$ cat config.mk
export PLATFORM = sky130hd
export DESIGN_NAME = button_debouncer_flat
export DESIGN_NICKNAME = d
export VERILOG_FILES = /design/src/rtl/button_debouncer_if.sv /design/src/rtl/button_debouncer.sv /design/src/flat_wrapper.sv
export SDC_FILE = /design/constraint.sdc
export NUM_CORES = 1
export LEC_CHECK = 0
export BUFFER_PORTS_ARGS = -buffer_cell sky130_fd_sc_hd__buf_2
export CORE_ASPECT_RATIO = 0.9
export CORE_UTILIZATION = 38
export CTS_CLUSTER_SIZE = 20
export DETAILED_ROUTE_END_ITERATION = 10
export GPL_TIMING_DRIVEN = 0
export SLEW_MARGIN = 0
export SYNTH_ARGS = -nofsm -noshare
export SYNTH_HDL_FRONTEND = slang
export SYNTH_SLANG_ARGS = --single-unit
$ cat constraint.sdc
create_clock -name i_clock -period 5.4 [get_ports i_clock]
set_input_delay 0.27 -clock i_clock [delete_from_list [all_inputs] [get_ports i_clock]]
set_output_delay 0.27 -clock i_clock [all_outputs]
set_load 0.005 [all_outputs]
$ cat src/rtl/button_debouncer_if.sv
// Button bundle between the raw push-buttons, the debouncer and the input loader.
// Signal names match the debouncer's external port list.
interface button_debouncer_if #(
    parameter int NB_BUTTONS = 3
);
    logic [NB_BUTTONS-1:0] i_buttons;
    logic [NB_BUTTONS-1:0] o_pulses;
    logic [NB_BUTTONS-1:0] o_levels;

    modport master (output i_buttons, input o_pulses, input o_levels);
    modport slave  (input i_buttons, output o_pulses, output o_levels);
endinterface

$ cat src/rtl/button_debouncer.sv
// Two-flop synchroniser plus per-button debounce FSM for the ALU input loader.
// Emits a one-cycle press pulse and a debounced level for each button.
//
// state      | meaning
// -----------+------------------------------------------------------------
// RELEASED   | debounced level 0, input agrees
// PRESS_PEND | input high, counting stable cycles before accepting a press
// PRESSED    | debounced level 1, input agrees
// REL_PEND   | input low, counting stable cycles before accepting a release
module button_debouncer #(
    parameter int NB_BUTTONS      = 3,
    parameter int DEBOUNCE_CYCLES = 4,
    parameter int NB_COUNT        = 20
) (
    input  logic               i_clock,
    input  logic               i_reset,
    button_debouncer_if.slave  bus
);

    typedef enum logic [1:0] {
        RELEASED   = 2'd0,
        PRESS_PEND = 2'd1,
        PRESSED    = 2'd2,
        REL_PEND   = 2'd3
    } state_e;

    localparam logic [NB_COUNT-1:0] CNT_LAST = NB_COUNT'(DEBOUNCE_CYCLES - 1);
    localparam logic [NB_COUNT-1:0] CNT_ONE  = NB_COUNT'(1);

    logic [NB_BUTTONS-1:0] sync1_q;
    logic [NB_BUTTONS-1:0] sync2_q;
    logic [NB_BUTTONS-1:0] level_q;
    logic [NB_BUTTONS-1:0] level_d;
    logic [NB_BUTTONS-1:0] pulse_q;
    logic [NB_BUTTONS-1:0] pulse_d;
    state_e                state_q [NB_BUTTONS];
    state_e                state_d [NB_BUTTONS];
    logic [NB_COUNT-1:0]   cnt_q   [NB_BUTTONS];
    logic [NB_COUNT-1:0]   cnt_d   [NB_BUTTONS];

    always_ff @(posedge i_clock) begin
        if (!i_reset) begin
            sync1_q <= '0;
            sync2_q <= '0;
            level_q <= '0;
            pulse_q <= '0;
            for (int b = 0; b < NB_BUTTONS; b++) begin
                state_q[b] <= RELEASED;
                cnt_q[b]   <= '0;
            end
        end else begin
            sync1_q <= bus.i_buttons;
            sync2_q <= sync1_q;
            level_q <= level_d;
            pulse_q <= pulse_d;
            for (int b = 0; b < NB_BUTTONS; b++) begin
                state_q[b] <= state_d[b];
                cnt_q[b]   <= cnt_d[b];
            end
        end
    end

    // Counter only advances while pending and stops at CNT_LAST, so it cannot wrap.
    always_comb begin
        level_d = level_q;
        pulse_d = '0;
        for (int b = 0; b < NB_BUTTONS; b++) begin
            state_d[b] = state_q[b];
            cnt_d[b]   = cnt_q[b];
            case (state_q[b])
                RELEASED: begin
                    if (sync2_q[b]) begin
                        state_d[b] = PRESS_PEND;
                        cnt_d[b]   = CNT_ONE;
                    end
                end
                PRESS_PEND: begin
                    if (!sync2_q[b]) begin
                        state_d[b] = RELEASED;
                        cnt_d[b]   = '0;
                    end else if (cnt_q[b] == CNT_LAST) begin
                        state_d[b] = PRESSED;
                        level_d[b] = 1'b1;
                        pulse_d[b] = 1'b1;
                        cnt_d[b]   = '0;
                    end else begin
                        cnt_d[b] = cnt_q[b] + CNT_ONE;
                    end
                end
                PRESSED: begin
                    if (!sync2_q[b]) begin
                        state_d[b] = REL_PEND;
                        cnt_d[b]   = CNT_ONE;
                    end
                end
                REL_PEND: begin
                    if (sync2_q[b]) begin
                        state_d[b] = PRESSED;
                        cnt_d[b]   = '0;
                    end else if (cnt_q[b] == CNT_LAST) begin
                        state_d[b] = RELEASED;
                        level_d[b] = 1'b0;
                        cnt_d[b]   = '0;
                    end else begin
                        cnt_d[b] = cnt_q[b] + CNT_ONE;
                    end
                end
                default: begin
                    state_d[b] = RELEASED;
                    cnt_d[b]   = '0;
                end
            endcase
        end
    end

    assign bus.o_pulses = pulse_q;
    assign bus.o_levels = level_q;

endmodule
$ cat src/flat_wrapper.sv
// flat-port wrapper written by rule: the top's interface ports become plain ports
module button_debouncer_flat 
#(
    parameter int NB_BUTTONS      = 3,
    parameter int DEBOUNCE_CYCLES = 4,
    parameter int NB_COUNT        = 20
)
  (i_clock, i_reset, bus_i_buttons, bus_o_pulses, bus_o_levels);
  button_debouncer_if #(.NB_BUTTONS(NB_BUTTONS)) bus_i ();
  input  logic i_clock;
  input  logic i_reset;
  input wire logic [$bits(bus_i.i_buttons)-1:0] bus_i_buttons;
  output wire logic [$bits(bus_i.o_pulses)-1:0] bus_o_pulses;
  output wire logic [$bits(bus_i.o_levels)-1:0] bus_o_levels;
  assign bus_i.i_buttons = bus_i_buttons;
  assign bus_o_pulses = bus_i.o_pulses;
  assign bus_o_levels = bus_i.o_levels;
  button_debouncer #(.NB_BUTTONS(NB_BUTTONS), .DEBOUNCE_CYCLES(DEBOUNCE_CYCLES), .NB_COUNT(NB_COUNT)) u_core (.i_clock(i_clock), .i_reset(i_reset), .bus(bus_i));
endmodule
==> results by group <==
Timing
  • Period utilisation layout: around 41%
  • Final Max Tran Viols: 0
  • Number of setup violations in the final report: 0
  • WHS: about 0.15 ns
  • Slack of the critical path: roughly 3.2 ns
  • Max Freq: 449 MHz
  • Layout Skew: about 0.0076 ns
  • Minimum clock period: 2.23 ns
  • Endpoints failing hold: 0
  • Slew @ Worst Pin: about 0.80 ns
  • Unrepaired setup endpoints after global routing: false
  • Max-slew headroom: a little under half
  • Setup TNS Final: 0 ns

Global route
  • Vias in the first global route: roughly 3,700
  • GRT Util Overall: 19.6%
  • Gr ovfl total: 0
  • Largest net degree at the start of global routing: 13
  • Initial antenna violation count: 0
  • First-pass GRT wire length: ~18,000 um

Worst setup path
  • Crit-path max FO: 10
  • Worst setup EP type: flip-flop
  • Critical Path AT: around 2.5 ns
  • Required @ worst endpoint: between 5 and 6 ns
  • Setup Crit Path Kind: flip-flop to flip-flop
  • Startpoint Class: flip-flop

Place
  • Post-DP HPWL: 7680 um
  • DP Worst Slack: about 3.2 ns
  • PortBufs: 10
  • Routability congestion estimate from global placement: 0.886
  • Placed cell area: 0.00438 mm2

Floorplan
  • Initial core utilization: 39.8%
  • Die area: about 0.011 mm2
  • Die width: around 110 um
  • Die Ht: 101 um
  • Row cnt: 35
  • Area of the core: around 0.010 mm2
  • Ports: 11

Clocking
  • Root buf cell: clkbuf_16
  • Clk pin slew, worst setup/hold paths: 0.06 ns
  • H-tree depth: 3
  • Postcts setup bufs: 0
  • CTS sink count: just under 80
  • TritonCTS clock tree: done
  • CTS hold repair buffers: 0
  • Clock Latency Late Sink: approximately 0.33 ns
  • Clock Path Buffers: 2
  • Post-cts gate resize count: 0
  • TritonCTS Buffers: 9

Drt
  • DRC viols: 0
  • DR WL/cell: 15.6 um
  • DRT Pass-1 Iters: 5
  • Total number of vias: just over 4,000
  • Routed Antenna Nets: 0
  • Vias per Instance: 6.06
  • 1st-iter DRT viols: between 300 and 400
  • Final WL: about 11,000 um

Synthesis
  • Top_reg_cell synth: dfxtp_1
  • Synth cell types: 49
  • Post-synth EDFFs: 0
  • Synthesized instance count: roughly 530
  • Synth Area per Inst: ~8 um2
  • FFs w/ async S/R, synth: 0%
  • Yosys reg bits: 78
  • Register area share after synthesis: between 30% and 40%
  • Post-Syn Nets: roughly 550
  • Synth Cell Area: ~0.0042 mm2
  • Synth warn: 0

Status
  • Outcome: complete, no violations

Final layout
  • Fillers: roughly 1,000
  • Most frequent cells in the layout: dfxtp_1, nand2_1, nand3_1
  • Ratio of cells with drive above 1 in the final layout: under 10%
  • Core Util, Final: 44.7%
  • Commonest non-fill, non-tap cell in the layout: dfxtp_1
  • Fin nets: roughly 570
  • P&R area growth vs syn: 12.3%
  • Area of the multi-input gates: 0.00245 mm2
  • Sequential Area: ~0.0016 mm2
  • Ant diodes: 0
  • Finished Cell Area: around 0.0047 mm2

Power
  • Power per Cell Area: about 280 mW/mm2
  • IR Drop Worst-Case VDD: approximately 0.00016 V
  • P_leak: between 1.5 and 2 nW

Flow run
  • Max_cap viols: 0

Min path
  • Worst min-delay path class: input port to flip-flop
-- cells by family (layout without fill, tap and decap cells) --
kind of cell | after synthesis | after routing | share of synthesized area, %
buf+inv | 39 | 65 | 3.75
compound gates | 126 | 126 | 19.1
xor+xnor | 2 | 2 | 0.420
fa+ha+maj | 12 | 12 | 3.60
simple gates | 265 | 265 | 34.2
mux | 6 | 6 | 1.44
flops | 78 | 78 | 37.5
-- critical path: stages (launching register included) --
cell,delay [ns]
dfxtp_1,0.40
inv_1,0.07
ha_1,0.24
nand3b_1,0.16
a21o_1,0.23
a21oi_2,0.36
clkbuf_1,0.42
a21oi_1,0.12
a31oi_1,0.16
-- per-stage QoR --
stage / std cells / total power, mW
5_1_grt: 683 / 1.35
4_1_cts: 683 / 1.31
2_1_floorplan: 528 / 0.669
3_3_place_gp: 667 / 0.697
3_5_place_dp: 667 / 0.699
6_report: 683 / 1.30
-- path summary, 6_finish.rpt --
| kind | from | end | slack, ns | cells past startpoint |
|---|---|---|---|---|
| setup / recovery | u_core.state_q[0][4]$_SDFFE_PN0P_ | u_core.cnt_q[0][57]$_SDFFE_PN0P_ | 3.17 | 8 |
| hold / removal | bus_i_buttons[0] | u_core.sync1_q[0]$_SDFF_PN0_ | 0.15 | 2 |
| setup reg to reg | u_core.state_q[0][4]$_SDFFE_PN0P_ | u_core.cnt_q[0][57]$_SDFFE_PN0P_ | 3.17 | 8 |
| hold reg to reg | u_core.sync1_q[2]$_SDFF_PN0_ | u_core.sync2_q[2]$_SDFF_PN0_ | 0.43 | 1 |
-- state kept, by name (all words and copies together), names as in the netlist, named ones only --
signal	flops
u_core.bus.o_levels	3
u_core.bus.o_pulses	3
u_core.cnt_q	60
u_core.state_q	3
u_core.sync1_q	3
u_core.sync2_q	3
-- power by group --
group | total (mW) | internal, mW | switching, mW
registers | 0.594 | 0.585 | 0.00918
clock network | 0.613 | 0.381 | 0.232
logic | 0.0932 | 0.0264 | 0.0668
total | 1.30 | 0.992 | 0.308
-- area by class of cell --
cell class | count | area share [%]
flip-flops and latches | 78 | 33.4
multi-input cells | 411 | 52.4
inverters | 15 | 1.20
plain buffers | 24 | 2.14
well taps | 129 | 3.45
clock buffers | 12 | 5.48
clock inverters | 4 | 0.962
repair buffers | 10 | 1.07
-- per-layer routing --
layer	GRT usage (%)	wire [um]	vias to the layer above
li1	-	-	2040
met5	0	0	-
met4	6.87	155	0
met3	3.83	581	13
met2	29.5	4570	124
met1	27.9	5340	1964
-- synth_stat cells, types with 11 or more instances --
| master | count | area share (%) |
|---|---|---|
| a21oi_1 | 34 | 4.1 |
| nor3_1 | 15 | 1.8 |
| nand4_1 | 20 | 3.0 |
| or4_1 | 12 | 2.2 |
| or3_1 | 12 | 1.8 |
| nor2_1 | 23 | 2.1 |
| o21ai_0 | 18 | 2.2 |
| clkbuf_1 | 21 | 1.9 |
| inv_1 | 14 | 1.3 |
| nand3_1 | 51 | 6.1 |
| and3_1 | 11 | 1.7 |
| ha_1 | 12 | 3.6 |
| nor4_1 | 18 | 2.7 |
| nand2_1 | 64 | 5.8 |
| dfxtp_1 | 78 | 37 |
| a31oi_1 | 39 | 5.9 |
No activity file was read; power rests on OpenSTA's default activity.
